<file path="src/rtl/alu_cmd_pkg.sv">
// rtl/alu_cmd_pkg.sv - sequencer state type, frame start marker and ALU function codes
package alu_cmd_pkg;

  typedef enum logic [2:0] {
    ST_IDLE,
    ST_GET_A,
    ST_GET_B,
    ST_GET_FUN,
    ST_ALU_GO,
    ST_ALU_WAIT,
    ST_TX_LO,
    ST_TX_HI
  } state_t;

  localparam logic [7:0] CMD_BYTE_DEFAULT = 8'hCC;

  // Function codes shared with the ALU; 4'b1111 is unused and yields zero.
  localparam logic [3:0] ALU_ADD  = 4'b0000;
  localparam logic [3:0] ALU_SUB  = 4'b0001;
  localparam logic [3:0] ALU_MUL  = 4'b0010;
  localparam logic [3:0] ALU_DIV  = 4'b0011;
  localparam logic [3:0] ALU_AND  = 4'b0100;
  localparam logic [3:0] ALU_OR   = 4'b0101;
  localparam logic [3:0] ALU_NAND = 4'b0110;
  localparam logic [3:0] ALU_NOR  = 4'b0111;
  localparam logic [3:0] ALU_XOR  = 4'b1000;
  localparam logic [3:0] ALU_XNOR = 4'b1001;
  localparam logic [3:0] ALU_EQ   = 4'b1010;
  localparam logic [3:0] ALU_GT   = 4'b1011;
  localparam logic [3:0] ALU_LT   = 4'b1100;
  localparam logic [3:0] ALU_SHR  = 4'b1101;
  localparam logic [3:0] ALU_SHL  = 4'b1110;

endpackage

</file>
<file path="src/rtl/alu_cmd_timer.sv">
// rtl/alu_cmd_timer.sv - partial-frame idle counter, used only when ALU_CMD_TIMEOUT_EN is defined
module alu_cmd_timer #(
  parameter int TIMEOUT_CYCLES = 1024
) (
  input  logic clk,
  input  logic rst,
  input  logic run,
  input  logic clear,
  output logic expired
);

  localparam int CW = (TIMEOUT_CYCLES > 2) ? $clog2(TIMEOUT_CYCLES) : 1;
  localparam logic [CW-1:0] LAST = CW'(TIMEOUT_CYCLES - 1);

  logic [CW-1:0] count;

  always_ff @(posedge clk) begin
    if (rst || !run || clear) begin
      count <= '0;
    end else if (count != LAST) begin
      count <= count + 1'b1;
    end
  end

  // A byte arriving in the expiry cycle takes priority over the abort.
  assign expired = run && !clear && (count == LAST);

endmodule

</file>
<file path="src/rtl/alu_cmd_ctrl.sv">
// rtl/alu_cmd_ctrl.sv - UART frame to ALU command sequencer with two-byte result return
// Optional partial-frame abort enabled by defining ALU_CMD_TIMEOUT_EN.
module alu_cmd_ctrl
  import alu_cmd_pkg::*;
#(
  parameter int                    DATA_WIDTH     = 8,
  parameter int                    ALU_FUN_WIDTH  = 4,
  parameter logic [DATA_WIDTH-1:0] CMD_BYTE       = DATA_WIDTH'(CMD_BYTE_DEFAULT),
  parameter int                    TIMEOUT_CYCLES = 1024
) (
  input  logic                      i_CLK,
  input  logic                      i_RST,
  input  logic [DATA_WIDTH-1:0]     i_RX_DATA,
  input  logic                      i_RX_VALID,
  output logic [DATA_WIDTH-1:0]     o_ALU_A,
  output logic [DATA_WIDTH-1:0]     o_ALU_B,
  output logic [ALU_FUN_WIDTH-1:0]  o_ALU_FUN,
  output logic                      o_ALU_EN,
  input  logic [2*DATA_WIDTH-1:0]   i_ALU_OUT,
  input  logic                      i_ALU_VALID,
  output logic [DATA_WIDTH-1:0]     o_TX_DATA,
  output logic                      o_TX_VALID,
  input  logic                      i_TX_READY,
  output logic                      o_BUSY,
  output logic                      o_RX_DROP
);

  state_t                state;
  logic [DATA_WIDTH-1:0] result_hi;
  logic                  timer_expired;
  logic                  in_frame;
  logic                  in_backend;

  assign in_frame   = (state == ST_GET_A) || (state == ST_GET_B) || (state == ST_GET_FUN);
  assign in_backend = (state == ST_ALU_GO) || (state == ST_ALU_WAIT) ||
                      (state == ST_TX_LO) || (state == ST_TX_HI);
  assign o_BUSY     = (state != ST_IDLE);

`ifdef ALU_CMD_TIMEOUT_EN
  alu_cmd_timer #(
    .TIMEOUT_CYCLES(TIMEOUT_CYCLES)
  ) u_timer (
    .clk    (i_CLK),
    .rst    (i_RST),
    .run    (in_frame),
    .clear  (i_RX_VALID),
    .expired(timer_expired)
  );
`else
  assign timer_expired = 1'b0;
`endif

  always_ff @(posedge i_CLK) begin
    if (i_RST) begin
      state      <= ST_IDLE;
      result_hi  <= '0;
      o_ALU_A    <= '0;
      o_ALU_B    <= '0;
      o_ALU_FUN  <= '0;
      o_ALU_EN   <= 1'b0;
      o_TX_DATA  <= '0;
      o_TX_VALID <= 1'b0;
      o_RX_DROP  <= 1'b0;
    end else begin
      o_ALU_EN  <= 1'b0;
      o_RX_DROP <= i_RX_VALID && in_backend;
      case (state)
        ST_IDLE: begin
          if (i_RX_VALID && (i_RX_DATA == CMD_BYTE)) state <= ST_GET_A;
        end
        ST_GET_A: begin
          if (i_RX_VALID) begin
            o_ALU_A <= i_RX_DATA;
            state   <= ST_GET_B;
          end else if (timer_expired) begin
            state <= ST_IDLE;
          end
        end
        ST_GET_B: begin
          if (i_RX_VALID) begin
            o_ALU_B <= i_RX_DATA;
            state   <= ST_GET_FUN;
          end else if (timer_expired) begin
            state <= ST_IDLE;
          end
        end
        ST_GET_FUN: begin
          if (i_RX_VALID) begin
            o_ALU_FUN <= i_RX_DATA[ALU_FUN_WIDTH-1:0];
            o_ALU_EN  <= 1'b1;
            state     <= ST_ALU_GO;
          end else if (timer_expired) begin
            state <= ST_IDLE;
          end
        end
        ST_ALU_GO: state <= ST_ALU_WAIT;
        ST_ALU_WAIT: begin
          // The ALU clears its output after the enable drops, so only the valid cycle is usable.
          if (i_ALU_VALID) begin
            result_hi  <= i_ALU_OUT[2*DATA_WIDTH-1:DATA_WIDTH];
            o_TX_DATA  <= i_ALU_OUT[DATA_WIDTH-1:0];
            o_TX_VALID <= 1'b1;
            state      <= ST_TX_LO;
          end
        end
        ST_TX_LO: begin
          if (i_TX_READY) begin
            o_TX_DATA <= result_hi;
            state     <= ST_TX_HI;
          end
        end
        ST_TX_HI: begin
          if (i_TX_READY) begin
            o_TX_VALID <= 1'b0;
            state      <= ST_IDLE;
          end
        end
        default: state <= ST_IDLE;
      endcase
    end
  end

endmodule

</file>
<file path="config.mk">
export PLATFORM = sky130hd
export DESIGN_NAME = alu_cmd_ctrl
export DESIGN_NICKNAME = d
export VERILOG_FILES = /design/src/rtl/alu_cmd_pkg.sv /design/src/rtl/alu_cmd_timer.sv /design/src/rtl/alu_cmd_ctrl.sv
export SDC_FILE = /design/constraint.sdc
export NUM_CORES = 1
export LEC_CHECK = 0
export ABC_CLOCK_PERIOD_IN_PS = 2500
export BUFFER_PORTS_ARGS = -buffer_cell sky130_fd_sc_hd__buf_2
export CORE_ASPECT_RATIO = 1.4
export CORE_UTILIZATION = 49
export CTS_BUF_LIST = sky130_fd_sc_hd__clkbuf_8 sky130_fd_sc_hd__clkbuf_16
export DETAILED_ROUTE_END_ITERATION = 16
export GPL_TIMING_DRIVEN = 0
export HOLD_SLACK_MARGIN = 0.06
export PLACE_DENSITY = 0.85
export SLEW_MARGIN = 30
export SYNTH_ARGS = -nofsm -noshare
export SYNTH_HDL_FRONTEND = slang
export SYNTH_SLANG_ARGS = --single-unit
</file>
<file path="constraint.sdc">
create_clock -name i_CLK -period 2.5 [get_ports i_CLK]
set_clock_uncertainty 0.1 [all_clocks]
set_input_delay 0.5 -clock i_CLK [delete_from_list [all_inputs] [get_ports i_CLK]]
set_output_delay 0.5 -clock i_CLK [all_outputs]
set_load 0.1 [all_outputs]
</file>
## Word-level counts from Yosys, hierarchy flattened

Index checks and enable logic that the tools add are counted.
W data, S select, Z words.

| storage, ports and cells | value |
|---|---|
| bits in registers | 42 |
| input port bits | 29 |
| output and inout bits | 32 |
| logic and storage cells | 57 |

| operators by class | value |
|---|---|
| equal/unequal tests | 15 |
| multiplexer cells | 15 |
| bitwise logic cells | 1 |
| reduce and logical (&&, ||, !) cells | 17 |

Operators with widths:

| cell | count |
|---|---|
| $pmux W3 S8 | 1 |
| $mux W3 | 7 |
| $mux W8 | 2 |
| $pmux W8 S2 | 1 |
| $ne A2 B2 Y1 const B | 7 |
| $eq A3 B3 Y1 const B | 4 |
| $eq A8 B8 Y1 const B | 1 |
| $reduce_and A2 Y1 | 4 |
| $reduce_and A7 Y1 | 1 |
| $eq A3 B2 Y1 const B | 2 |
| $reduce_and A3 Y1 | 2 |
| $reduce_bool A2 Y1 | 2 |
| $eq A3 B1 Y1 const B | 1 |
| $logic_not A3 Y1 | 1 |
| $logic_or A1 B1 Y1 | 3 |
| $mux W1 | 3 |
| $reduce_bool A3 Y1 | 1 |
| $logic_and A1 B1 Y1 | 2 |
| $pmux W1 S2 | 1 |
| $reduce_or A2 Y1 | 1 |
| $not A1 Y1 | 1 |

## Longest topological paths before layout

| logic depth | value |
|---|---|
| depth after elaboration | 5 |
| mapped depth | 9 |

## Worst setup path before layout

No wires, ideal clock.

| path | value |
|---|---|
| path type | flip-flop to flip-flop |
| start point | register state[0] |
| end point | register state[1] |
| library setup time | 0.087 ns |
| data arrival time | 2.174 ns |
| data required time | 2.313 ns |
| setup slack | 0.139 ns |
| cell stages (with the launch flop) | 7 |
| buffers on the path | 0 |
| clock period less this slack | 2.361 ns |
| cells stage by stage | dfxtp_1 inv_1 ha_1 or2b_1 a41oi_1 or4_1 o31ai_1 |

| on the way | value |
|---|---|
| longest elaborated chain between the ends | 3 |

Ends and longest elaborated chain:

| item | line | RTL |
|---|---|---|
| start: declaration | alu_cmd_ctrl.sv:28 | `state_t state;` |
| start signal: assignment | alu_cmd_ctrl.sv:55 | `state <= ST_IDLE;` |
| start signal: assignment | alu_cmd_ctrl.sv:69 | `if (i_RX_VALID && (i_RX_DATA == CMD_BYTE)) state <= ST_GET_A;` |
| start signal: assignment | alu_cmd_ctrl.sv:74 | `state <= ST_GET_B;` |
| $eq A3 B2 Y1 (tied with other cells) | alu_cmd_ctrl.sv:67 | `case (state)` |
| $ne A2 B2 Y1 (no source line) | - |  |
| $reduce_and A7 Y1 (no source line) | - |  |

Several ways; a longest one is shown, not always the timed one.
A chain may end at the register's enable or synchronous reset.

## Worst setup path after layout

| path | value |
|---|---|
| start point | register state[0] |
| end point | output port o_BUSY |

| on the way | value |
|---|---|
| longest elaborated chain between the ends | 1 |

Ends and longest elaborated chain:

| item | line | RTL |
|---|---|---|
| $reduce_bool A3 Y1 | alu_cmd_ctrl.sv:37 | `assign o_BUSY = (state != ST_IDLE);` |
| end: declaration | alu_cmd_ctrl.sv:24 | `output logic o_BUSY,` |

Every way passes these cells.

==> impl_metrics.toml <==
[setup_path]
worst_path_largest_cell_delay_ns = 0.43
critical_path.endpoint_type = "primary output"
worstPathRequired_ns = 1.90
timing.critical_path.cells = "inv_1 -> ha_1 -> or2b_1 -> buf_2"
critical_path.startpoint_type = "flip-flop"
timing_worst_setup_path_type = "reg -> out"
critical_path_arrival_ns = 1.65
crit_path_max_fanout = 4
worst_path_max_delay_cell = "buf_2"

[clocking]
clk_path_buf_depth = 2
tritoncts.num_buffers = 5
cts-resized-gates = 0
clock_sink_count = 42
clkSlewWorstSetupHoldPaths_ns = 0.08
cts_root_buffer = "clkbuf_8"
worst_skew_pair.late_latency_ns = 0.30
cts_tree = "yes"
cts-htree-levels = 2
cts.repair_timing.setup_buffer_count = 0
number_of_hold_buffers_added_after_cts = 0

[placement]
hpwl_um = 3110
placed_cell_count = 300
placement.io_buffers = 59
gp_routability_congestion = 0.840
dpl_worst_slack_ns = 0.523

[detailed_routing]
drt_drc_violations_left = 0
detail-route-antenna-nets = 0
vias_per_cell = 5.22
routed-via-count = 1608
post_drt_wl_per_cell_um = 13.5
firstDrtPassIters = 4
initialDrtViolationCount = 32
drt_wl_total_um = 4140

[synthesis]
synth-xor-area-share_pct = 0
synth_enable_flop_cells = 0
synth.largest_area_cell = "dfxtp_1"
synthDominantCellAreaShare_pct = 46.8
synth_common_cells = "dfxtp_1, nand2_1, nor2_1, mux2i_1, a21oi_1"
synth-seq-cells = 42
synth-async-reset-ratio_pct = 0
post_synth.cell_area_avg_um2 = 8.93
yosys-top-cells-area = "dfxtp_1, mux2i_1, nand2_1, nor2_1, a311oi_1"
synth_most_common_cell = "dfxtp_1"
yosys-mux-area-fraction_pct = 11.4
synthesis.yosys.warnings = 0
synthSimpleGateAreaFrac_pct = 22.1
synthCells = 201
synth_cell_types = 32
synth_seq_area_share_pct = 46.8
synth_top_flop_cell = "dfxtp_1"
post_synthesis_net_count = 234
synthAdderAreaFrac_pct = 2.79
netlist_area_um2 = 1800
synth-compound-area-share_pct = 10.7
synth_top_family_by_area = "simple AND/OR/NAND/NOR gates"

[power_and_ir_drop]
power.switching_fraction_pct = 45.1
clock_power_share_pct = 20.9
max-vdd-ir-drop_mv = 0.604
power.combinational.fraction_pct = 43.9
p_int_mw = 1.21
power_frac_seq_pct = 35.3
power.switching_uw = 994
cellLeakagePower_nw = 1.12
pwr_density_cell_nw_per_um2 = 985
fin_total_pwr_mw = 2.20

[die]
ioPinCount = 61
die_height_um = 73.6
dieWidth_um = 53.2
floorplan.die_area_um2 = 3910
initial_utilization_pct = 52.2
core_region_area_um2 = 3440
fp-row-count = 25

[final_layout]
antenna_cell_count = 0
nNetsFinal = 300
syn2layout_area_growth_pct = 24.5
share_of_cells_above_drive_strength_1_pct = 29.1
final_util_pct = 65.0
instances_no_fill = 308

[sta]
min_period_over_period_pct = 89.9
fin_setup_tns_ns = 0
grt_setup_unrepaired = "false"
maxClockFrequency_ghz = 0.445
final_setup_violations = 0
finalHoldViolations = 0
finalCriticalPeriod_ns = 2.25
final-max-slew-violation-count = 0
post-route-worst-setup-slack_ns = 0.252
worst_pin_slew_ns = 0.497
relSlewSlack_pct = 67.1

[hold_path]
worstHoldPathType = "in -> reg"

[global_routing]
grt.total_usage_pct = 22.7
most_crowded_layer_after_global_routing = "met2"
grt_pass1_wl_um = 6430
grt_use_met1_pct = 22.6
gr-total-overflow = 0
globalRouteMet2Util_pct = 41.4
antenna_found_initial = 0
vias_in_the_first_global_route = 1503
grt_max_degree = 14
grtUsageMet3_pct = 6.42

[status]
status = "finished, final reports clean"

[job]
max_cap_viol_count = 0
-- cells in the final DEF, fill, tap and decap left out --
cell type	instances
buf_2	61
dfxtp_1	42
nand2_1	36
nor2_1	28
mux2i_1	19
a21oi_1	12
nand3_1	11
a311oi_1	8
clkbuf_1	7
clkbuf_8	7
inv_1	4
buf_6	4
nor3_1	4
ha_1	4
and3_1	2
o21ai_0	2
or2b_1	1
clkbuf_2	1
nand2b_1	1
mux2_4	1
nor2b_1	1
nor4b_2	1
and3b_2	1
a41oi_1	1
o21bai_1	1
a21boi_0	1
nor3_2	1
or4_1	1
o31ai_1	1
a41o_1	1
nor4_1	1
a2111oi_1	1
inv_6	1
-- path summary, 6_finish.rpt --
path / startpoint / end / cells past startpoint / slack [ns]
setup / recovery: state[0] / o_BUSY / 4 / 0.25
hold reg to reg: result_hi[4] / result_hi[4] / 2 / 0.36
setup reg to reg: state[0] / o_TX_DATA[1] / 8 / 0.52
hold / removal: i_ALU_OUT[9] / result_hi[1] / 3 / 0.33
-- sequential cells by signal (all words and copies together), names as in the netlist --
register	flops
o_ALU_FUN	4
o_ALU_EN	1
result_hi	8
o_RX_DROP	1
o_TX_DATA	8
o_TX_VALID	1
o_ALU_A	8
state	3
o_ALU_B	8
-- power by group through the flow --
stage / Combinational [mW] / Sequential, mW / Clock, mW
after detailed placement: 0.960 / 0.792 / 0
after floorplan: 0.484 / 1.10 / 0
final: 0.966 / 0.777 / 0.460
after global placement: 0.945 / 0.788 / 0
after global routing: 1.02 / 0.786 / 0.500
after CTS: 0.965 / 0.776 / 0.472
-- per-stage QoR --
step	hold WS (ns)	instance area, µm²
finish	0.330	2240
global route	0.350	2240
CTS	0.330	2240
detailed placement	0.347	2140
global placement	0.340	2140
floorplan	0.337	1800
-- layer usage --
| metal | share of wire, % | wire (µm) |
|---|---|---|
| met5 | 0 | 0 |
| met4 | 1.7 | 71 |
| met3 | 4.8 | 200 |
| met2 | 54 | 2230 |
| met1 | 40 | 1640 |
-- worst max-delay path: cells and delay by family, from the launching register on --
kind | cells | cell delay, ns
AND/OR/NAND/NOR | 1 | 0.20
buffers and inverters | 2 | 0.51
adder cells (fa/ha/maj) | 1 | 0.24
flip-flops | 1 | 0.39
-- cells by family (layout without fill, tap and decap cells) --
family / after synthesis / in the layout
buffers and inverters: 18 / 85
DFF: 42 / 42
AOI/OAI and AO/OA: 28 / 28
and+or+nand+nor: 89 / 89
adders and majority gates: 4 / 4
muxes: 20 / 20
-- area by class of cell --
class                      instances  area (µm²)
sequential                        42         841
timing repair buffer              59         295
fill                             307        1200
buffer                            15         100
clock inverter                     2        12.5
clock buffer                       6        82.6
tap                               40        50.0
multi-input combinational        141         843
inverter                           3        11.3
Power figures use the tool's default switching activity.
